<file path="src/rtl/rgb2hsv_pkg.sv">
// Shared types and constants for the RGB to HSV converter: controller state
// encoding, dominant-channel code, angle/scale constants and the final hue
// assembly helper.
package rgb2hsv_pkg;

    typedef enum logic [3:0] {
        ST_IDLE     = 4'd0,
        ST_CAPTURE  = 4'd1,
        ST_SAT_REQ  = 4'd2,
        ST_SAT_WAIT = 4'd3,
        ST_SAT_REL  = 4'd4,
        ST_HUE_REQ  = 4'd5,
        ST_HUE_WAIT = 4'd6,
        ST_HUE_REL  = 4'd7,
        ST_OUT      = 4'd8
    } state_e;

    // Which channel holds the maximum; ties resolve R first, then G.
    typedef enum logic [1:0] {
        DOM_R = 2'd0,
        DOM_G = 2'd1,
        DOM_B = 2'd2
    } dom_e;

    localparam logic [8:0] HUE_SPAN  = 9'd60;
    localparam logic [8:0] HUE_OFF_G = 9'd120;
    localparam logic [8:0] HUE_OFF_B = 9'd240;
    localparam logic [7:0] SAT_SCALE = 8'd255;
    localparam logic [8:0] HUE_FULL  = 9'd360;

    // Combine the sector offset with the signed hue quotient and wrap into
    // 0..359. Only the red sector can go negative (off = 0), so the wrap
    // adds a full turn before subtracting to stay in unsigned 9-bit range.
    function automatic logic [8:0] hue_combine(input dom_e dom,
                                               input logic neg,
                                               input logic [6:0] q);
        logic [8:0] off;
        logic [8:0] q9;
        logic [8:0] res;
        q9 = {2'b00, q};
        case (dom)
            DOM_G:   off = HUE_OFF_G;
            DOM_B:   off = HUE_OFF_B;
            default: off = 9'd0;
        endcase
        if (!neg) begin
            res = off + q9;
        end else if (off >= q9) begin
            res = off - q9;
        end else begin
            res = off + HUE_FULL - q9;
        end
        if (res == HUE_FULL) begin
            res = 9'd0;
        end else begin
            res = res;
        end
        return res;
    endfunction

endpackage

</file>
<file path="src/rtl/rgb_max_min.sv">
// Combinational max/min finder over one RGB pixel, also reporting which
// channel is the maximum (R wins ties over G, G over B).
module rgb_max_min
    import rgb2hsv_pkg::*;
(
    input  logic [7:0] r_i,
    input  logic [7:0] g_i,
    input  logic [7:0] b_i,
    output logic [7:0] max_o,
    output logic [7:0] min_o,
    output dom_e       dom_o
);

    // Largest channel and its identity, tie priority R > G > B.
    always_comb begin
        if ((r_i >= g_i) && (r_i >= b_i)) begin
            max_o = r_i;
            dom_o = DOM_R;
        end else if (g_i >= b_i) begin
            max_o = g_i;
            dom_o = DOM_G;
        end else begin
            max_o = b_i;
            dom_o = DOM_B;
        end
    end

    // Smallest channel.
    always_comb begin
        if ((r_i <= g_i) && (r_i <= b_i)) begin
            min_o = r_i;
        end else if (g_i <= b_i) begin
            min_o = g_i;
        end else begin
            min_o = b_i;
        end
    end

endmodule

</file>
<file path="src/rtl/rgb2hsv_ctrl.sv">
// RGB to HSV converter controller. Captures a pixel, finds max/min, then
// uses an external divider (enable/done four-phase handshake) once for
// saturation and once for hue, and presents h/s/v until the consumer takes
// them. Gray and black pixels need no division and skip straight to OUT.
module rgb2hsv_ctrl
    import rgb2hsv_pkg::*;
(
    input  logic        clk,
    input  logic        rst,
    input  logic        in_valid,
    output logic        in_ready,
    input  logic [7:0]  r,
    input  logic [7:0]  g,
    input  logic [7:0]  b,
    output logic        out_valid,
    input  logic        out_ready,
    output logic [8:0]  h,
    output logic [7:0]  s,
    output logic [7:0]  v,
    output logic        div_enable,
    output logic [31:0] div_a,
    output logic [31:0] div_b,
    input  logic        div_done,
    input  logic [31:0] div_quot
);

    state_e      state_q, state_d;
    logic [7:0]  r_q, g_q, b_q;
    logic [7:0]  max_q, delta_q;
    dom_e        dom_q;
    logic [7:0]  sat_q;
    logic [6:0]  hue_q;
    logic        neg_q;
    logic        in_ready_q, in_ready_d;
    logic        out_valid_q, out_valid_d;
    logic        div_en_q, div_en_d;
    logic [31:0] div_a_q, div_a_d;
    logic [31:0] div_b_q, div_b_d;
    logic [8:0]  h_q;
    logic [7:0]  s_q, v_q;

    logic [7:0]  mm_max_s, mm_min_s, mm_delta_s;
    dom_e        mm_dom_s;
    logic [7:0]  diff_pos_s, diff_sub_s, diff_abs_s;
    logic        diff_neg_s;
    logic [7:0]  sat_quot_s;
    logic [6:0]  hue_quot_s;

    rgb_max_min u_max_min (
        .r_i   (r_q),
        .g_i   (g_q),
        .b_i   (b_q),
        .max_o (mm_max_s),
        .min_o (mm_min_s),
        .dom_o (mm_dom_s)
    );

    assign mm_delta_s = mm_max_s - mm_min_s;

    // Signed hue difference for the dominant sector, kept as sign + magnitude.
    always_comb begin
        case (dom_q)
            DOM_G: begin
                diff_pos_s = b_q;
                diff_sub_s = r_q;
            end
            DOM_B: begin
                diff_pos_s = r_q;
                diff_sub_s = g_q;
            end
            default: begin
                diff_pos_s = g_q;
                diff_sub_s = b_q;
            end
        endcase
        diff_neg_s = (diff_pos_s < diff_sub_s);
        if (diff_neg_s) begin
            diff_abs_s = diff_sub_s - diff_pos_s;
        end else begin
            diff_abs_s = diff_pos_s - diff_sub_s;
        end
    end

    // Clamp divider quotients to their mathematically possible ranges so a
    // misbehaving divider can never produce an out-of-range s or h.
    always_comb begin
        if (div_quot[31:8] != 24'd0) begin
            sat_quot_s = SAT_SCALE;
        end else begin
            sat_quot_s = div_quot[7:0];
        end
        if ((div_quot[31:7] != 25'd0) || (div_quot[6:0] > HUE_SPAN[6:0])) begin
            hue_quot_s = HUE_SPAN[6:0];
        end else begin
            hue_quot_s = div_quot[6:0];
        end
    end

    // Next-state logic. A zero delta means s = 0 and h = 0 exactly, so both
    // divisions are skipped (this also covers max == 0).
    always_comb begin
        state_d = state_q;
        case (state_q)
            ST_IDLE: begin
                if (in_valid && in_ready_q) state_d = ST_CAPTURE;
                else                        state_d = ST_IDLE;
            end
            ST_CAPTURE: begin
                if ((mm_max_s != 8'd0) && (mm_delta_s != 8'd0)) state_d = ST_SAT_REQ;
                else                                            state_d = ST_OUT;
            end
            ST_SAT_REQ:  state_d = ST_SAT_WAIT;
            ST_SAT_WAIT: begin
                if (div_done) state_d = ST_SAT_REL;
                else          state_d = ST_SAT_WAIT;
            end
            ST_SAT_REL: begin
                if (div_done)               state_d = ST_SAT_REL;
                else if (delta_q != 8'd0)   state_d = ST_HUE_REQ;
                else                        state_d = ST_OUT;
            end
            ST_HUE_REQ:  state_d = ST_HUE_WAIT;
            ST_HUE_WAIT: begin
                if (div_done) state_d = ST_HUE_REL;
                else          state_d = ST_HUE_WAIT;
            end
            ST_HUE_REL: begin
                if (div_done) state_d = ST_HUE_REL;
                else          state_d = ST_OUT;
            end
            ST_OUT: begin
                if (out_valid_q && out_ready) state_d = ST_IDLE;
                else                          state_d = ST_OUT;
            end
            default: state_d = ST_IDLE;
        endcase
    end

    // Registered handshake/divider controls derived from the next state, so
    // they line up with the state register and reset clears them at once.
    always_comb begin
        in_ready_d  = (state_d == ST_IDLE);
        out_valid_d = (state_q == ST_OUT) && (state_d == ST_OUT);
        div_en_d    = (state_d == ST_SAT_REQ) || (state_d == ST_SAT_WAIT) ||
                      (state_d == ST_HUE_REQ) || (state_d == ST_HUE_WAIT);
    end

    // Divider operands: loaded on entry to a REQ state, held otherwise.
    always_comb begin
        div_a_d = div_a_q;
        div_b_d = div_b_q;
        if ((state_q == ST_CAPTURE) && (state_d == ST_SAT_REQ)) begin
            div_a_d = {24'd0, mm_delta_s} * {24'd0, SAT_SCALE};
            div_b_d = {24'd0, mm_max_s};
        end else if ((state_q == ST_SAT_REL) && (state_d == ST_HUE_REQ)) begin
            div_a_d = {24'd0, diff_abs_s} * {23'd0, HUE_SPAN};
            div_b_d = {24'd0, delta_q};
        end else begin
            div_a_d = div_a_q;
            div_b_d = div_b_q;
        end
    end

    // State and interface registers.
    always_ff @(posedge clk or posedge rst) begin
        if (rst) begin
            state_q     <= ST_IDLE;
            in_ready_q  <= 1'b0;
            out_valid_q <= 1'b0;
            div_en_q    <= 1'b0;
            div_a_q     <= 32'd0;
            div_b_q     <= 32'd0;
        end else begin
            state_q     <= state_d;
            in_ready_q  <= in_ready_d;
            out_valid_q <= out_valid_d;
            div_en_q    <= div_en_d;
            div_a_q     <= div_a_d;
            div_b_q     <= div_b_d;
        end
    end

    // Pixel capture, max/min/delta capture and divider quotient capture.
    always_ff @(posedge clk or posedge rst) begin
        if (rst) begin
            r_q     <= 8'd0;
            g_q     <= 8'd0;
            b_q     <= 8'd0;
            max_q   <= 8'd0;
            delta_q <= 8'd0;
            dom_q   <= DOM_R;
            sat_q   <= 8'd0;
            hue_q   <= 7'd0;
            neg_q   <= 1'b0;
        end else begin
            if ((state_q == ST_IDLE) && in_valid && in_ready_q) begin
                r_q <= r;
                g_q <= g;
                b_q <= b;
            end
            if (state_q == ST_CAPTURE) begin
                max_q   <= mm_max_s;
                delta_q <= mm_delta_s;
                dom_q   <= mm_dom_s;
                sat_q   <= 8'd0;
                hue_q   <= 7'd0;
            end
            if ((state_q == ST_SAT_REL) && (state_d == ST_HUE_REQ)) begin
                neg_q <= diff_neg_s;
            end
            if ((state_q == ST_SAT_WAIT) && div_done) begin
                sat_q <= sat_quot_s;
            end
            if ((state_q == ST_HUE_WAIT) && div_done) begin
                hue_q <= hue_quot_s;
            end
        end
    end

    // Result registers: loaded in the first OUT cycle, frozen until taken.
    always_ff @(posedge clk or posedge rst) begin
        if (rst) begin
            h_q <= 9'd0;
            s_q <= 8'd0;
            v_q <= 8'd0;
        end else if ((state_q == ST_OUT) && !out_valid_q) begin
            v_q <= max_q;
            s_q <= (max_q == 8'd0) ? 8'd0 : sat_q;
            h_q <= (delta_q == 8'd0) ? 9'd0 : hue_combine(dom_q, neg_q, hue_q);
        end
    end

    assign in_ready   = in_ready_q;
    assign out_valid  = out_valid_q;
    assign div_enable = div_en_q;
    assign div_a      = div_a_q;
    assign div_b      = div_b_q;
    assign h          = h_q;
    assign s          = s_q;
    assign v          = v_q;

endmodule

</file>
<file path="config.mk">
export PLATFORM = sky130hd
export DESIGN_NAME = rgb2hsv_ctrl
export DESIGN_NICKNAME = d
export VERILOG_FILES = /design/src/rtl/rgb2hsv_pkg.sv /design/src/rtl/rgb_max_min.sv /design/src/rtl/rgb2hsv_ctrl.sv
export SDC_FILE = /design/constraint.sdc
export NUM_CORES = 1
export LEC_CHECK = 0
export ABC_AREA = 1
export BUFFER_PORTS_ARGS = -buffer_cell sky130_fd_sc_hd__buf_2
export CORE_MARGIN = 4
export CORE_UTILIZATION = 60
export DETAILED_ROUTE_END_ITERATION = 10
export GPL_ROUTABILITY_DRIVEN = 1
export HOLD_SLACK_MARGIN = 0.15
export PLACE_DENSITY = 0.92
export SYNTH_ARGS = -nofsm -noshare
export SYNTH_HDL_FRONTEND = slang
export SYNTH_SLANG_ARGS = --single-unit
</file>
<file path="constraint.sdc">
create_clock -name clk -period 10.5 [get_ports clk]
set_input_delay 1.575 -clock clk [delete_from_list [all_inputs] [get_ports clk]]
set_output_delay 1.575 -clock clk [all_outputs]
set_load 0.01 [all_outputs]
</file>
=== Yosys cells after proc, flatten, opt, wreduce, memory -nomap -nowiden ===
Index checks and enable logic that the tools add are counted.

* Bits of input ports: 61
* Output and inout bits: 92
* RAM bits: 0
* Bits in read-only memories: 0
* Bits in registers: 154
* Memories: 0
* Latch bits: 0
* Logic and storage cells: 118

* Shift-type cells: 0
* Add/sub/neg operators: 7
* Eq/ne operators: 16
* Div/mod/pow operators: 0
* Reductions and logical operators: 30
* Magnitude comparators: 9
* Multiplexer cells: 36
* Bitwise logic cells: 0
* Multipliers: 2

{| class="wikitable"
|+ Operators with widths
! cell !! number
|-
| $mux 32 || 4
|-
| $mux 8 || 9
|-
| $mux 9 || 6
|-
| $pmux 8 s2 || 3
|-
| $pmux 4 s9 || 1
|-
| $reduce_bool 25->1 || 1
|-
| $eq 4x3->1 const B || 6
|-
| $ge 8x8->1 || 3
|-
| $le 8x8->1 || 3
|-
| $reduce_bool 24->1 || 1
|-
| $reduce_bool 8->1 || 3
|-
| $sub 8x8->8 || 3
|-
| $mux 7 || 3
|-
| $mux 4 || 5
|-
| $sub 9x7->9 || 2
|-
| $eq 4x2->1 const B || 4
|-
| $logic_not 8->1 || 2
|-
| $mul 8x8->16 const B || 1
|-
| $logic_and 1x1->1 || 13
|-
| $mul 8x4->12 const B || 1
|-
| $add 9x7->9 || 1
|-
| $add 9x9->9 const B || 1
|-
| $eq 9x9->1 const B || 1
|-
| $ge 9x7->1 || 1
|-
| 13 further kinds || 22
|}

=== Logic depth before layout (Yosys ltp) ===
Gate-level depths: netlist (run 1).

* Depth after elaboration: 12
* Gate-level depth with buffers: 46
* Mapped depth without buffers: 46

=== Hierarchy ===
Synthesis (run 1) repeated with hierarchy kept, for this count alone.

* Cell total of the unflattened synthesis: 1437
* Area total of the unflattened synthesis: 10961.8 um^2

{| class="wikitable"
|+ Modules (own cells, without submodules)
! module !! instances !! area each (um^2) !! cells an instance !! seq. area each (um^2)
|-
| rgb2hsv_ctrl || 1 || 9844.4 || 1233 || 2852.7
|-
| rgb_max_min || 1 || 1117.3 || 204 || 0.0
|}

=== Least setup slack after synthesis (run 1) ===
No wires, ideal clock.

* Path type: register to register
* From: register b_q[7]
* To: register div_a_q[15] (netlist: div_a[15])
* Required time: 10.383 ns
* Buffers on the path: 1
* Period minus slack after synthesis: 7.017 ns
* Cell stages (with the launch flop): 41
* Arrival time: 6.901 ns
* Setup slack: 3.483 ns
* Cell sequence: dfrtp_1 > inv_1 > ha_1 > a21o_1 > nor2_2 > nand2_1 > nand2_2 > clkbuf_1 > nand2_1 > o21ai_0 > o21ai_0 > ha_1 > fa_1 > inv_1 > nand3_1 > and2_1 > inv_1 > a21oi_1 > [... 5 more ...] > inv_1 > ha_1 > fa_1 > inv_1 > fa_1 > fa_1 > inv_1 > ha_1 > nand2_1 > o21ai_0 > a31oi_1 > o21ai_0 > a21oi_1 > o21bai_1 > xor2_1 > nand4_1 > nand3_1 > nand2_1

* Word-level cells in the longest chain between the ends: 11
* Elaborated cells between the ends (all ways): 23
* Those cells by class: add/sub: 1; mul: 1; order compare: 4; eq/ne: 2; mux: 7; reduce/logical: 8

{| class="wikitable"
|+ Ends and longest elaborated chain
! element !! line !! source
|-
| from (decl) || rgb2hsv_ctrl.sv:28 || <nowiki>logic [7:0] r_q, g_q, b_q;</nowiki>
|-
| from (signal assigned) || rgb2hsv_ctrl.sv:188 || <nowiki>b_q <= 8'd0;</nowiki>
|-
| from (signal assigned) || rgb2hsv_ctrl.sv:199 || <nowiki>b_q <= b;</nowiki>
|-
| $ge 8x8->1, or another cell as far along || rgb_max_min.sv:19 || <nowiki>end else if (g_i >= b_i) begin</nowiki>
|-
| $mux 8, or another cell as far along || rgb_max_min.sv:19 ||
|-
| $mux 8, on equally long branches || rgb_max_min.sv:16, rgb_max_min.sv:30 ||
|-
| $sub 8x8->8 * || rgb2hsv_ctrl.sv:58 || <nowiki>assign mm_delta_s = mm_max_s - mm_min_s;</nowiki>
|-
| named net mm_delta_s[6] || rgb2hsv_ctrl.sv:42 || <nowiki>logic [7:0] mm_max_s, mm_min_s, mm_delta_s;</nowiki>
|-
| branches (longest 7 deep; another with $mul 8x8->16) || n/a ||
|-
| to (signal assigned) || rgb2hsv_ctrl.sv:178 || <nowiki>div_a_q <= div_a_d;</nowiki>
|-
| to (decl) || rgb2hsv_ctrl.sv:37 || <nowiki>logic [31:0] div_a_q, div_a_d;</nowiki>
|}

Mark *: on every way through the listed nets, which the timed path passes.
A chain may end at the register's enable or synchronous reset.

=== Final worst setup path (run 1) ===
* From: register r_q[6]
* To: register div_a_q[15] (netlist: div_a[15])

* Word-level cells in the longest chain between the ends: 11
* Elaborated cells between the ends (all ways): 21
* Those cells by class: add/sub: 1; mul: 1; order compare: 4; eq/ne: 2; mux: 5; reduce/logical: 8

{| class="wikitable"
|+ Ends and longest elaborated chain
! element !! line !! source
|-
| from (decl) || rgb2hsv_ctrl.sv:28 ||
|-
| from (signal assigned) || rgb2hsv_ctrl.sv:197 || <nowiki>r_q <= r;</nowiki>
|-
| $ge 8x8->1 || rgb_max_min.sv:16 || <nowiki>if ((r_i >= g_i) && (r_i >= b_i)) begin</nowiki>
|-
| $logic_and 1x1->1 * || rgb_max_min.sv:16 ||
|-
| $mux 8 * || rgb_max_min.sv:16 ||
|-
| named net mm_max_s[3] || rgb2hsv_ctrl.sv:42 ||
|-
| $sub 8x8->8 * || rgb2hsv_ctrl.sv:58 ||
|-
| named net mm_delta_s[6] || rgb2hsv_ctrl.sv:42 ||
|-
| branches (longest 7 deep; another with $mul 8x8->16) || n/a ||
|}

Marks and branches as above.

==> flow_summary.json, run 1 <==
{
  "pin_count": 153,
  "tightestPinTransition_ns": 1.151,
  "syn_area_mm2": 0.01042,
  "min_period_over_period_pct": 76.64,
  "ff2ff_setup_slack_ns": 2.45,
  "layout.nets": 1695,
  "insertion_delay_ns": 0.42,
  "cts_sinks": 114,
  "rsz0062_at_grt": "false",
  "via_per_inst": 5.616,
  "cts_tree": "yes",
  "globalplace.congestion": 0.9973,
  "slowest_delay_ns": 0.56,
  "r2r.worst_path.cells": 38,
  "slew_headroom_pct": 22.84,
  "ctsResizeCount": 0,
  "hp-class": "reg -> reg",
  "area_growth_pct": 11.73,
  "first_iter_violations": 733,
  "htreeDepth": 4,
  "hp-start": "div_a[1]",
  "yosys_register_bits": 114,
  "yosysMostFrequentCell": "nand2_1",
  "placed_cells": 1675,
  "synth_top_area_share_pct": 27.37,
  "antenna_found_initial": 0,
  "yosysWarnings": 0,
  "post_cts_buffers": 0,
  "crit_slowest_cell": "fa_1",
  "synth_area_leader_cell": "dfrtp_1",
  "wl_met3_um": 2161,
  "wl_met2_um": 13430,
  "setup_violations": 0,
  "via_count": 9592,
  "critPathMaxFanout": 10,
  "grt_pass1_vias": 9557,
  "fin_area_mm2": 0.01165,
  "grt_usage_pct": 28.59,
  "drive_gt1_share_pct": 12.98,
  "clockRootBuffer": "clkbuf_16",
  "fin_setup_tns_ns": 0,
  "grt_max_degree": 77,
  "start_kind": "register",
  "dieArea_mm2": 0.01955,
  "met1_length_um": 11230,
  "utilization_pct": 69.25,
  "min_path_cells": 2,
  "skew_ns": 0.01052,
  "worst-path-stages": 38,
  "rows": 47,
  "dp_hpwl_um": 20980,
  "period_needed_ns": 8.047,
  "final_cells": 1708,
  "highest_layer": "met4",
  "cpMostUsedCell": "inv_1",
  "worstPathRequired_ns": 10.81,
  "hold_buffers": 0,
  "slew_viol_final": 0,
  "max-cap-violations": 0,
  "critPathKind": "reg -> reg",
  "status": "finished clean",
  "synth_ff_type": "dfrtp_1",
  "firstDrtPassIters": 8,
  "cp_num_buf_inv": 6,
  "holdPathEnd": "div_a[1]",
  "hold_viol": 0,
  "port_buffers": 112,
  "core_area_mm2": 0.01682,
  "overflow": 0,
  "syn_avg_cell_area_um2": 7.620,
  "clockBufferDepth": 2,
  "netlist_instances": 1368,
  "synth_area_leaders": "dfrtp_1 27%, ha_1 14%, nand2_1 11%",
  "postPlaceCellArea_mm2": 0.01100,
  "ys_seq_area_share_pct": 27.37,
  "post_drt_wl_per_cell_um": 16.20,
  "worstPathArrival_ns": 8.36,
  "die_h_um": 139.8,
  "drt-total-wl_um": 27670,
  "synth_cell_types": 48,
  "worst_setup_path_end_kind": "register",
  "start_util_pct": 61.98,
  "fmax_ghz": 0.1243,
  "antenna_left": 0,
  "rr_endpoint": "div_a[15]",
  "grt_first_pass_wirelength_um": 45840,
  "r2r_start": "r_q[6]",
  "die_x_um": 139.8,
  "async_reset_ff_share_pct": 100.0,
  "synth-edff-count": 0,
  "crit_family": "adder cells",
  "drc": 0,
  "synthTopCellsByCount": "317 x nand2_1, 223 x inv_1, 139 x o21ai_0",
  "cts_inserted_buffers": 17,
  "clk_pin_slew_ns": 0.05
}
==> worst max path at each step <==
stage | start | end | slack, ns
finish | r_q[6] | div_a[15] | 2.45
global route | b_q[6] | div_a[15] | 1.84
global placement | b_q[7] | div_a[15] | 2.95
floorplan | b_q[7] | div_a[15] | 3.48
CTS | b_q[7] | div_a[15] | 2.57
detailed placement | b_q[7] | div_a[15] | 2.64
==> final cells by class <==
class	instances	area [um^2]
Multi-Input combinational cell	994	6412
Fill cell	1290	5172
Sequential cell	114	2853
Inverter	231	872.1
Timing Repair Buffer	116	590.6
Clock buffer	19	432.9
Tap cell	220	275.3
Clock inverter	13	207.7
Antenna cell	1	2.502
==> cells by family (layout without fill, tap and decap cells) <==
kind of cell               after synthesis  count (layout)  share of synthesized area [%]
xor gates and xnor gates                38              38                          3.193
adders and majority gates              160             160                          22.09
DFF                                    114             114                          27.37
other                                    1              41                        0.03598
and+or+nand+nor                        525             525                          22.34
buffers and inverters                  299             379                          12.52
AOI/OAI and AO/OA                      231             231                          12.46
==> state kept, by name (all words and copies together) (netlist names), 2 cells and up <==
| register | count |
|---|---|
| state_q | 4 |
| sat_q | 8 |
| r_q | 8 |
| g_q | 8 |
| b_q | 8 |
| delta_q | 8 |
| div_b | 8 |
| s | 8 |
| max_q | 8 |
| div_a | 16 |
| h | 9 |
| hue_q | 7 |
| v | 8 |
| dom_q | 2 |
==> per-layer routing <==
metal / GRT usage [%] / vias to the layer above
li1: - / 4565
met2: 48.49 / 444
met3: 6.072 / 90
met1: 35.77 / 4493
met5: 0 / -
met4: 11.22 / 0
==> cells in the final DEF, fill, tap and decap left out, types with 5 or more instances in the layout <==
master and count:
o21bai_1 6, a21oi_1 42, buf_2 112, conb_1 40, nor2_1 57, dfrtp_1 114
nor4_1 6, o211ai_1 7, inv_1 222, clkbuf_16 17, bufinv_16 5, nor3_1 19
xor2_1 25, nand3_1 57, nand2_2 19, xnor2_1 13, o21ai_0 139, a21o_1 6
nand4_1 20, o221ai_1 14, nand2_1 317, fa_1 40, ha_1 120
==> worst min-delay path, stage by stage, from the launching register on <==
cell and delay [ns]:
dfrtp_1 0.34, nand2_1 0.05, nand2_1 0.04
==> per-stage QoR <==
step           hold WS [ns]  setup slack (ns)
6_report             0.4693             2.453
5_1_grt              0.4888             1.838
4_1_cts              0.4702             2.574
3_5_place_dp         0.4532             2.638
3_3_place_gp         0.4502             2.947
2_1_floorplan        0.4530             3.483
Power of run 1 is left out: the tool's default activity adds up to more than one toggle a clock period on the data nets, which glitch-free logic cannot reach.
==> inputs of run 2 (changes only) <==
CORE_UTILIZATION = 59   (was 60)
PLACE_DENSITY = 0.91   (was 0.92)
clock period = 8.3 ns   (was 10.5 ns; I/O delays follow)
==> flow_summary.json, run 2 (synthesis results as in run 1) <==
{
  "status": "finished clean",
  "largest_register_ffs": 16,
  "globalplace.congestion": 0.9980,
  "final_cells": 1713,
  "crit_slowest_cell": "fa_1",
  "cpMostUsedCell": "nand2_1",
  "wl_met2_um": 13290,
  "overflow": 0,
  "fillCellCount": 1373,
  "drt-total-wl_um": 27810,
  "cp_num_buf_inv": 6,
  "grt_pass1_vias": 9752,
  "layout_common_cells": "317 x nand2_1, 220 x inv_1, 138 x o21ai_0, 120 x ha_1, 114 x dfrtp_1",
  "dp_hpwl_um": 21200,
  "slowest_delay_ns": 0.55,
  "crit_family": "adder cells",
  "grt_max_degree": 60,
  "antenna_found_initial": 0,
  "utilization_pct": 67.40,
  "start_util_pct": 60.26,
  "die_x_um": 140.9,
  "via_per_inst": 5.607,
  "clockRootBuffer": "clkbuf_16",
  "clockBufferDepth": 2,
  "hp-start": "div_a[14]",
  "placed_cells": 1680,
  "rows": 48,
  "hp-class": "reg -> reg",
  "first_iter_violations": 755,
  "clk_pin_slew_ns": 0.06,
  "fin_setup_tns_ns": 0,
  "worstPathArrival_ns": 8.19,
  "highest_layer": "met4",
  "ff2ff_setup_slack_ns": 0.43,
  "drive_gt1_share_pct": 13.51,
  "critPathMaxFanout": 15,
  "insertion_delay_ns": 0.43,
  "worstPathRequired_ns": 8.62,
  "via_count": 9604,
  "layout.nets": 1697,
  "min_path_cells": 2,
  "hold_buffers": 0,
  "core_area_mm2": 0.01730,
  "area_growth_pct": 11.84,
  "die_h_um": 140.9,
  "setup_violations": 0,
  "drc": 0,
  "n_antenna_cell": 0,
  "cts_tree": "yes",
  "worst-path-stages": 37,
  "cts_sinks": 114,
  "period_needed_ns": 7.873,
  "start_kind": "register",
  "max-cap-violations": 0,
  "rsz0062_at_grt": "false",
  "worst_setup_path_end_kind": "register",
  "r2r_start": "b_q[7]",
  "slew_viol_final": 0,
  "wl_met3_um": 2285,
  "dieArea_mm2": 0.01986,
  "pin_count": 153,
  "fmax_ghz": 0.1270,
  "met1_length_um": 11130,
  "r2r.worst_path.cells": 37,
  "port_buffers": 112,
  "slew_headroom_pct": 28.71,
  "holdPathEnd": "div_a[14]",
  "fin_hold_ws_ns": 0.4659,
  "antenna_left": 0,
  "skew_ns": 0.01357,
  "hold_viol": 0,
  "cts_inserted_buffers": 17,
  "critPathKind": "reg -> reg",
  "firstDrtPassIters": 5,
  "post_drt_wl_per_cell_um": 16.24,
  "min_period_over_period_pct": 94.85,
  "grt_first_pass_wirelength_um": 46070,
  "htreeDepth": 4,
  "tightestPinTransition_ns": 1.063,
  "grt_usage_pct": 28.44,
  "rr_endpoint": "div_a[15]",
  "layout_commonest_cell": "nand2_1"
}
## run 2: worst max path at each step
stage	start	endpoint	slack (ns)
after global routing	b_q[7]	div_a[15]	0.03
after CTS	b_q[3]	div_a[15]	0.15
final	b_q[7]	div_a[15]	0.43
after floorplan	b_q[7]	div_a[15]	1.28
after detailed placement	r_q[6]	div_a[15]	0.41
after global placement	b_q[7]	div_a[15]	0.72
## run 2: final cells by class
cell class | instances | area, um^2 | area share (%)
multi-input cells | 994 | 6437 | 55.22
clock inverters | 11 | 161.4 | 1.385
well taps | 225 | 281.5 | 2.415
repair buffers | 118 | 605.6 | 5.195
inverters | 231 | 872.1 | 7.481
clock buffers | 20 | 446.7 | 3.832
flip-flops and latches | 114 | 2853 | 24.47
## run 2: metal layers
metal  vias to the layer above  GRT usage (%)
met5                         -              0
met4                         0          13.67
met3                       103          5.597
met2                       454          47.76
met1                      4494          35.21
li1                       4553              -
## run 2: what timing repair did
| action | CTS | global route |
|---|---|---|
| resized for setup | 0 | 8 |
| setup buffers | 0 | 2 |
| setup endpoints to repair | 0 | 3 |
## run 2: per-stage QoR
stage | cell area [um^2] | setup slack [ns]
6_report | 11660 | 0.4272
5_1_grt | 11660 | 0.02930
4_1_cts | 11620 | 0.1537
3_5_place_dp | 11010 | 0.4079
3_3_place_gp | 11010 | 0.7243
2_1_floorplan | 10570 | 1.283
## run 2: tightest hold or removal path, cell delays in order, from the launching register on
cell     delay (ns)
dfrtp_1        0.34
nand2_1        0.05
nand2_1        0.05
Power of run 2 is left out for the same reason.
==> inputs of run 3 (changes only) <==
BUFFER_PORTS_ARGS = -buffer_cell sky130_fd_sc_hd__clkbuf_2   (was -buffer_cell sky130_fd_sc_hd__buf_2)
PLACE_DENSITY = 0.82   (was 0.91)
==> flow_summary.json, run 3 (synthesis results as in run 1) <==
{
  "post_cts_buffers": 0,
  "grt_usage_pct": 28.09,
  "hold_viol": 0,
  "cts_tree": "yes",
  "grt_max_degree": 76,
  "clockRootBuffer": "clkbuf_16",
  "layout.nets": 1697,
  "globalplace.congestion": 0.9888,
  "die_h_um": 140.9,
  "start_kind": "register",
  "skew_ns": 0.01044,
  "dieArea_mm2": 0.01986,
  "area_growth_pct": 11.84,
  "grt.busiest_layer": "met2",
  "hold_buffers": 0,
  "cp_num_buf_inv": 10,
  "start_util_pct": 60.26,
  "n_antenna_cell": 0,
  "clk_pin_slew_ns": 0.06,
  "min_path_cells": 2,
  "ff2ff_setup_slack_ns": 0.46,
  "pin_count": 153,
  "rsz0062_at_grt": "false",
  "antenna_found_initial": 0,
  "drive_gt1_share_pct": 13.30,
  "worst-path-stages": 44,
  "post_drt_wl_per_cell_um": 15.99,
  "rows": 48,
  "worst_setup_path_end_kind": "register",
  "clockBufferDepth": 2,
  "cts_sinks": 114,
  "drc": 0,
  "cts_inserted_buffers": 17,
  "critPathKind": "reg -> reg",
  "crit_slowest_cell": "fa_1",
  "largest_register_ffs": 16,
  "tightestPinTransition_ns": 1.012,
  "grt_first_pass_wirelength_um": 45120,
  "status": "finished clean",
  "cpMostUsedCell": "inv_1",
  "drt-total-wl_um": 27410,
  "antenna_left": 0,
  "slew_viol_final": 0,
  "hp-class": "reg -> reg",
  "slew_headroom_pct": 32.54,
  "max-cap-violations": 0,
  "fmax_ghz": 0.1275,
  "layout_commonest_cell": "nand2_1",
  "r2r.worst_path.cells": 44,
  "use_met2_pct": 47.20,
  "worstPathRequired_ns": 8.61,
  "crit_family": "adder cells",
  "ctsResizeCount": 0,
  "overflow": 0,
  "port_buffers": 112,
  "first_iter_violations": 803,
  "via_count": 9606,
  "fillCellCount": 1468,
  "die_x_um": 140.9,
  "dp_hpwl_um": 21260,
  "core_area_mm2": 0.01730,
  "fin_setup_tns_ns": 0,
  "htreeDepth": 4,
  "critPathMaxFanout": 10,
  "worstPathArrival_ns": 8.15,
  "gr-usage-met1_pct": 36.65,
  "grt_pass1_vias": 9331,
  "slowest_delay_ns": 0.55,
  "via_per_inst": 5.604,
  "insertion_delay_ns": 0.43,
  "firstDrtPassIters": 5,
  "grt_use_met3_pct": 4.919,
  "setup_violations": 0,
  "min_period_over_period_pct": 94.46,
  "layout_common_cells": "316 x nand2_1, 222 x inv_1, 139 x o21ai_0, 120 x ha_1, 114 x dfrtp_1",
  "period_needed_ns": 7.840
}
-- run 3: changes by cell type in the layout (fill, tap and decap cells not counted), moves of 2 or more --
cell        delta
inv_1          +2
inv_2          -2
clkinvlp_4     +3
clkbuf_2     +112
clkinv_2       -2
inv_6          +2
buf_2        -112
-- run 3: worst register-to-register path, delay by kind of cell, from the launching register on --
| kind | cells | cell delay [ns] |
|---|---|---|
| flip-flops | 1 | 0.41 |
| adder cells (fa/ha/maj) | 8 | 3.15 |
| AO/OA/AOI/OAI | 7 | 1.10 |
| AND/OR/NAND/NOR | 17 | 1.75 |
| buffers and inverters | 10 | 1.02 |
| XOR/XNOR | 2 | 0.33 |
-- run 3: cell type report --
class	instances	area, um^2	area share (%)
repair buffers	118	605.6	5.195
well taps	225	281.5	2.415
clock buffers	19	442.9	3.800
clock inverters	13	182.7	1.567
multi-input cells	994	6420	55.07
inverters	231	872.1	7.481
flip-flops and latches	114	2853	24.47
-- run 3: final timing paths --
check / endpoint / start
min in group asynchronous: v[7] / rst
hold reg to reg: v[3] / v[3]
max in group asynchronous: div_a[11] / rst
hold / removal: v[3] / v[3]
setup reg to reg: div_a[15] / g_q[3]
setup / recovery: div_a[15] / g_q[3]
-- run 3: per-layer routing --
metal	vias to the layer above	part of all wire (%)	routed length [um]
li1	4569	-	-
met1	4569	42	11400
met2	401	48	13160
met3	67	7.5	2062
met4	0	2.9	784
met5	-	0	0
-- run 3: per-stage QoR --
step	instances	util, %	hold slack, ns	instance area, um^2	setup WS (ns)
after floorplan	1407	-	0.4530	10570	1.283
after global placement	1682	63.74	0.4578	11020	0.8907
after detailed placement	1682	63.74	0.4572	11020	0.6988
after CTS	1714	67.35	0.4705	11650	0.5064
after global routing	1714	67.40	0.5007	11660	0.01399
final	1714	67.40	0.4687	11660	0.4595
Power of run 3 is left out for the same reason.
